`config.mk`:
```
export PLATFORM = sky130hd
export DESIGN_NAME = ctrl_seq_unit_flat
export DESIGN_NICKNAME = d
export VERILOG_FILES = /design/src/rtl/ctrl_seq_unit_if.sv /design/src/rtl/ctrl_seq_unit.sv /design/src/flat_wrapper.sv
export SDC_FILE = /design/constraint.sdc
export NUM_CORES = 1
export LEC_CHECK = 0
export CAP_MARGIN = 10
export CORE_ASPECT_RATIO = 0.7
export CORE_MARGIN = 3
export CORE_UTILIZATION = 40
export CTS_BUF_LIST = sky130_fd_sc_hd__clkbuf_4 sky130_fd_sc_hd__clkbuf_8
export DETAILED_ROUTE_END_ITERATION = 8
export HOLD_SLACK_MARGIN = 0.1
export PLACE_DENSITY = 0.85
export SLEW_MARGIN = 20
export SYNTH_ARGS = -nofsm -noshare
export SYNTH_HDL_FRONTEND = slang
export SYNTH_SLANG_ARGS = --single-unit
```
`constraint.sdc`:
```
create_clock -name i_clk -period 4.7 [get_ports i_clk]
set_clock_uncertainty 0.2 [all_clocks]
set_input_delay 0.705 -clock i_clk [delete_from_list [all_inputs] [get_ports i_clk]]
set_output_delay 0.705 -clock i_clk [all_outputs]
set_load 0.02 [all_outputs]
```
`src/rtl/ctrl_seq_unit_if.sv`:
```
// Stage-sequencer control bundle: run/stall/flush/skip requests in,
// stage enables, status and performance counters out.
interface ctrl_seq_unit_if #(
    parameter int unsigned NUM_STAGES = 6,
    parameter int unsigned CNT_W      = 16
);
    localparam int unsigned IDX_W = (NUM_STAGES > 1) ? $clog2(NUM_STAGES) : 1;

    logic                  i_run;
    logic                  i_stall;
    logic                  i_flush;
    logic [NUM_STAGES-1:0] i_skip_mask;
    logic [NUM_STAGES-1:0] o_stage_en;
    logic [IDX_W-1:0]      o_stage_idx;
    logic                  o_enrgrd;
    logic                  o_busy;
    logic                  o_instr_done;
    logic [CNT_W-1:0]      o_retire_cnt;
    logic [CNT_W-1:0]      o_stall_cnt;

    // Top-level / control side
    modport master (
        output i_run, i_stall, i_flush, i_skip_mask,
        input  o_stage_en, o_stage_idx, o_enrgrd, o_busy, o_instr_done,
               o_retire_cnt, o_stall_cnt
    );

    // Sequencer side
    modport slave (
        input  i_run, i_stall, i_flush, i_skip_mask,
        output o_stage_en, o_stage_idx, o_enrgrd, o_busy, o_instr_done,
               o_retire_cnt, o_stall_cnt
    );
endinterface

```
`src/rtl/ctrl_seq_unit.sv`:
```
// ctrl_seq_unit: one-hot multi-cycle stage sequencer for the 16-bit core.
// Steps fetch..memory with idle, run gate, stall, flush and per-instruction
// stage skipping latched at decode.
// Optional feature macro: CTRL_SEQ_PERF_EN (retire / stall counters).
module ctrl_seq_unit #(
    parameter int unsigned           NUM_STAGES = 6,
    parameter int unsigned           DEC_STAGE  = 1,
    parameter logic [NUM_STAGES-1:0] RGRD_MASK  = 6'b010100,
    parameter int unsigned           CNT_W      = 16
) (
    input  logic             i_clk,
    input  logic             i_reset_n,
    ctrl_seq_unit_if.slave   bus
);
    localparam int unsigned IDX_W = (NUM_STAGES > 1) ? $clog2(NUM_STAGES) : 1;
    localparam logic [NUM_STAGES-1:0] STAGE0 = NUM_STAGES'(1);

    logic [NUM_STAGES-1:0] state;      // one-hot, all-zero = IDLE
    logic [NUM_STAGES-1:0] skip;
    logic [NUM_STAGES-1:0] eff_skip;
    logic [NUM_STAGES-1:0] next_onehot;
    int unsigned           cur_k;
    logic                  busy;
    logic                  at_dec;
    logic                  found;
    logic                  instr_done;

    assign busy   = |state;
    assign at_dec = state[DEC_STAGE];

    // Binary index of the active stage (0 when idle)
    always_comb begin
        cur_k = 0;
        for (int unsigned i = 0; i < NUM_STAGES; i++) begin
            if (state[i]) cur_k = i;
        end
    end

    // Effective skip mask and search for the next non-skipped stage above the current one
    always_comb begin
        eff_skip = at_dec ? bus.i_skip_mask : skip;
        for (int unsigned i = 0; i <= DEC_STAGE; i++) begin
            eff_skip[i] = 1'b0;
        end
        found       = 1'b0;
        next_onehot = '0;
        for (int unsigned j = 0; j < NUM_STAGES; j++) begin
            if (!found && (j > cur_k) && !eff_skip[j]) begin
                found          = 1'b1;
                next_onehot[j] = 1'b1;
            end
        end
    end

    assign instr_done = busy & ~found & ~bus.i_stall & ~bus.i_flush;

    // Stage/skip state: reset > flush > stall > advance; completion restarts or idles
    always_ff @(posedge i_clk or negedge i_reset_n) begin
        if (!i_reset_n) begin
            state <= '0;
            skip  <= '0;
        end else if (!busy) begin
            if (bus.i_run) state <= STAGE0;
        end else if (bus.i_flush || (!bus.i_stall && !found)) begin
            state <= bus.i_run ? STAGE0 : '0;
            skip  <= '0;
        end else if (!bus.i_stall) begin
            state <= next_onehot;
            if (at_dec) skip <= eff_skip;
        end
    end

    assign bus.o_stage_en   = state;
    assign bus.o_stage_idx  = IDX_W'(cur_k);
    assign bus.o_enrgrd     = |(state & RGRD_MASK);
    assign bus.o_busy       = busy;
    assign bus.o_instr_done = instr_done;

`ifdef CTRL_SEQ_PERF_EN
    logic [CNT_W-1:0] retire_cnt;
    logic [CNT_W-1:0] stall_cnt;

    // Retire counter wraps; stall counter saturates at all-ones
    always_ff @(posedge i_clk or negedge i_reset_n) begin
        if (!i_reset_n) begin
            retire_cnt <= '0;
            stall_cnt  <= '0;
        end else begin
            if (instr_done) retire_cnt <= retire_cnt + CNT_W'(1);
            if (busy && bus.i_stall && !bus.i_flush && (stall_cnt != '1))
                stall_cnt <= stall_cnt + CNT_W'(1);
        end
    end

    assign bus.o_retire_cnt = retire_cnt;
    assign bus.o_stall_cnt  = stall_cnt;
`else
    assign bus.o_retire_cnt = '0;
    assign bus.o_stall_cnt  = '0;
`endif
endmodule
```
`src/flat_wrapper.sv`:
```
// flat-port wrapper written by rule: the top's interface ports become plain ports
module ctrl_seq_unit_flat 
#(
    parameter int unsigned           NUM_STAGES = 6,
    parameter int unsigned           DEC_STAGE  = 1,
    parameter logic [NUM_STAGES-1:0] RGRD_MASK  = 6'b010100,
    parameter int unsigned           CNT_W      = 16
)
  (i_clk, i_reset_n, bus_i_run, bus_i_stall, bus_i_flush, bus_i_skip_mask, bus_o_stage_en, bus_o_stage_idx, bus_o_enrgrd, bus_o_busy, bus_o_instr_done, bus_o_retire_cnt, bus_o_stall_cnt);
  ctrl_seq_unit_if #(.NUM_STAGES(NUM_STAGES), .CNT_W(CNT_W)) bus_i ();
  input  logic i_clk;
  input  logic i_reset_n;
  input wire logic [$bits(bus_i.i_run)-1:0] bus_i_run;
  input wire logic [$bits(bus_i.i_stall)-1:0] bus_i_stall;
  input wire logic [$bits(bus_i.i_flush)-1:0] bus_i_flush;
  input wire logic [$bits(bus_i.i_skip_mask)-1:0] bus_i_skip_mask;
  output wire logic [$bits(bus_i.o_stage_en)-1:0] bus_o_stage_en;
  output wire logic [$bits(bus_i.o_stage_idx)-1:0] bus_o_stage_idx;
  output wire logic [$bits(bus_i.o_enrgrd)-1:0] bus_o_enrgrd;
  output wire logic [$bits(bus_i.o_busy)-1:0] bus_o_busy;
  output wire logic [$bits(bus_i.o_instr_done)-1:0] bus_o_instr_done;
  output wire logic [$bits(bus_i.o_retire_cnt)-1:0] bus_o_retire_cnt;
  output wire logic [$bits(bus_i.o_stall_cnt)-1:0] bus_o_stall_cnt;
  assign bus_i.i_run = bus_i_run;
  assign bus_i.i_stall = bus_i_stall;
  assign bus_i.i_flush = bus_i_flush;
  assign bus_i.i_skip_mask = bus_i_skip_mask;
  assign bus_o_stage_en = bus_i.o_stage_en;
  assign bus_o_stage_idx = bus_i.o_stage_idx;
  assign bus_o_enrgrd = bus_i.o_enrgrd;
  assign bus_o_busy = bus_i.o_busy;
  assign bus_o_instr_done = bus_i.o_instr_done;
  assign bus_o_retire_cnt = bus_i.o_retire_cnt;
  assign bus_o_stall_cnt = bus_i.o_stall_cnt;
  ctrl_seq_unit #(.NUM_STAGES(NUM_STAGES), .DEC_STAGE(DEC_STAGE), .RGRD_MASK(RGRD_MASK), .CNT_W(CNT_W)) u_core (.i_clk(i_clk), .i_reset_n(i_reset_n), .bus(bus_i));
endmodule
```
==> results_dict.tcl <==
set metrics [dict create \
    critPathRequiredTime_ps 3800 \
    p_sw_share_pct 38.3 \
    tritoncts "yes" \
    rsz0062_at_grt "no" \
    setup_viol 0 \
    finalSetupTns_ps 0 \
    fmax_mhz 270 \
    critPathSlowestCell "clkdlybuf4s50_1" \
    multi_input_area_um2 459 \
    io_buffers 20 \
    synth_cell_type_count 32 \
    ys_ff_latch 10 \
    start_util_pct 44.6 \
    cp-start-kind "input port" \
    die_h_um 45.0 \
    period_share_pct 78.8 \
    ys_seq_area_share_pct 28.7 \
    min_period_ps 3700 \
    holdBufCountCts 0 \
    critPathCaptureType "primary output" \
    peakVddDrop_uv 156 \
    layout.nets 135 \
    worst-r2r-setup-slack_ps 2200 \
    antenna_left 0 \
    startpoint "bus_i_stall" \
    boundaryPins 55 \
    post-place-ws_ps 1010 \
    p_int_w 0.000157 \
    clock-root-buffer "clkbuf_4" \
    rows 13 \
    diodes 0 \
    worstHoldStart "u_core.skip[2]" \
    mostFrequentLayoutCells "conb_1, clkdlybuf4s50_1, dfrtp_1, nor2_1, nand2_1" \
    first_pass_iters 4 \
    drt_iter0_drc 29 \
    dieArea_um2 2780 \
    cts_resized 0 \
    clk_latency_ps 270 \
    reg2reg_from "u_core.bus.o_stage_en[1]" \
    worst-slew-pin-transition_ps 641 \
    clock_path_buffers 2 \
    vias 712 \
    power_frac_seq_pct 38.9 \
    syn_avg_cell_area_um2 8.54 \
    min_path_type "reg -> reg" \
    core-area_um2 1950 \
    power_frac_clock_pct 23.6 \
    final_common_cell "conb_1" \
    cts.sinks 10 \
    p_leak_nw 0.477 \
    synth_cells 102 \
    status "complete, no violations" \
    cp_cell_sequence "clkdlybuf4s50_1 -> inv_1 -> o21a_1 -> a311o_1 -> nand2_1 -> nor2_1 -> clkdlybuf4s50_1" \
    cpPeakStageDelay_ps 640 \
    routed_via_density 4.94 \
    worstPathArrival_ps 2800 \
    max_slew_margin_pct 57.3 \
    crit_path_max_fanout 8 \
    fill_cells 204 \
    grt_pass1_vias 593 \
    grtUsageTotal_pct 13.3 \
    pwr-share-comb_pct 37.5 \
    power_w 0.000255 \
    antenna_found_initial 0 \
    switchingPower_w 0.0000974 \
    dpl.hpwl_um 1430 \
    overflow 0 \
    wl_um 1810 \
    finalWorstSetupSlack_ps 996 \
    clkSlewWorstSetupHoldPaths_ps 60 \
    power.density_nw_per_um2 260 \
    crit_top_cell "clkdlybuf4s50_1" \
    worstSetupPathType "in -> out" \
    remaining_drc_errors 0 \
    postLayoutCoreUtil_pct 50.1 \
    dieWidth_um 61.8 \
    numCtsBuffers 3 \
    htree_levels 1 \
    hold_violations 0 \
    drive_gt1_share_pct 5.74 \
    maxSlewViolCount 0 \
    gp_congestion 0.896 \
    layout-area-overhead-vs-synth_pct 12.4 \
    drv_cap 0 \
    post_drt_wl_per_cell_um 12.6 \
    grt_pass1_wl_um 2730 \
    regArea_um2 250 \
    grt_max_degree 15 \
    cts_setup_buffers 0 \
    netlist_area_um2 871 \
    yosysWarnings 0 \
]
==> power by group through the flow <==
| stage | sequential, W | combinational [W] | clock (W) |
|---|---|---|---|
| final | 0.0000990 | 0.0000955 | 0.0000601 |
| after global routing | 0.000100 | 0.000104 | 0.0000636 |
| after floorplan | 0.000100 | 0.0000854 | 0 |
| after CTS | 0.0000986 | 0.0000946 | 0.0000614 |
| after detailed placement | 0.000100 | 0.0000942 | 0 |
| after global placement | 0.0000999 | 0.0000930 | 0 |
==> cells in the mapped netlist, drive strengths merged <==
| cell type | instances | area (um2) |
|---|---|---|
| nor2 | 9 | 33.8 |
| nand4 | 1 | 6.26 |
| or3 | 1 | 11.3 |
| a22oi | 1 | 7.51 |
| nand2 | 6 | 22.5 |
| nand2b | 1 | 6.26 |
| nor3 | 3 | 15.0 |
| and3 | 1 | 6.26 |
| a21o | 2 | 16.3 |
| or2b | 1 | 7.51 |
| mux2i | 2 | 20.0 |
| a32o | 5 | 51.3 |
| a21oi | 2 | 10.0 |
| a22o | 1 | 8.76 |
| inv | 5 | 18.8 |
| nand3 | 1 | 5.00 |
| nor2b | 2 | 12.5 |
| conb | 1 | 3.75 |
| o21a | 1 | 7.51 |
| or4 | 1 | 11.3 |
| o21ai | 2 | 10.0 |
| a32oi | 1 | 8.76 |
| dfrtp | 10 | 250 |
| a222oi | 1 | 10.0 |
| a211oi | 1 | 7.51 |
| buf | 34 | 259 |
| o41ai | 1 | 8.76 |
| a311o | 1 | 10.0 |
| and2 | 4 | 25.0 |
==> worst max-delay path: cells and delay by family <==
kind                   cells  cell delay, ps
buffers and inverters      3            1340
AOI/OAI and AO/OA          2             530
and+or+nand+nor            2             220
==> state kept, by name, indices dropped and copies added (netlist names) <==
signal	flops
u_core.skip	4
u_core.bus.o_stage_en	6
==> through the flow <==
stage / cell area (um2) / cells / hold WS, ps
finish: 978 / 144 / 285
floorplan: 987 / 133 / 209
CTS: 978 / 144 / 290
detailed placement: 956 / 141 / 275
global route: 978 / 144 / 312
global placement: 956 / 141 / 273
==> path summary, 6_finish.rpt <==
| kind | endpoint | cells past startpoint |
|---|---|---|
| setup reg to reg | u_core.skip[3] | 5 |
| hold reg to reg | u_core.skip[2] | 1 |
| min in group asynchronous | u_core.bus.o_stage_en[3] | 1 |
| setup / recovery | bus_o_instr_done | 7 |
| hold / removal | u_core.skip[2] | 1 |
| max in group asynchronous | u_core.skip[5] | 1 |
==> layout make-up <==
class                      count  area share [%]
timing repair buffer          20            20.5
tap                           22            2.81
inverter                       5            1.92
clock buffer                   3            2.30
multi-input combinational     84            46.9
sequential                    10            25.6
==> layer usage <==
metal	up-vias	part of all wire, %	track usage, %
li1	333	-	-
met1	326	44	18.5
met2	53	41	19.8
met3	0	14	6.86
met4	0	0	0
met5	-	0	0
==> cells by family (layout without fill, tap and decap cells) <==
logic type             count (synthesis)  count (layout)  synth area share [%]
buffers and inverters                 39              28                  31.9
AND/OR/NAND/NOR                       31              31                  18.7
flip-flops                            10              10                  28.7
multiplexers                           2               2                  2.30
other                                  1              32                 0.431
AO/OA/AOI/OAI                         19              19                  18.0
Note: power is estimated with default switching activity, not from simulation.
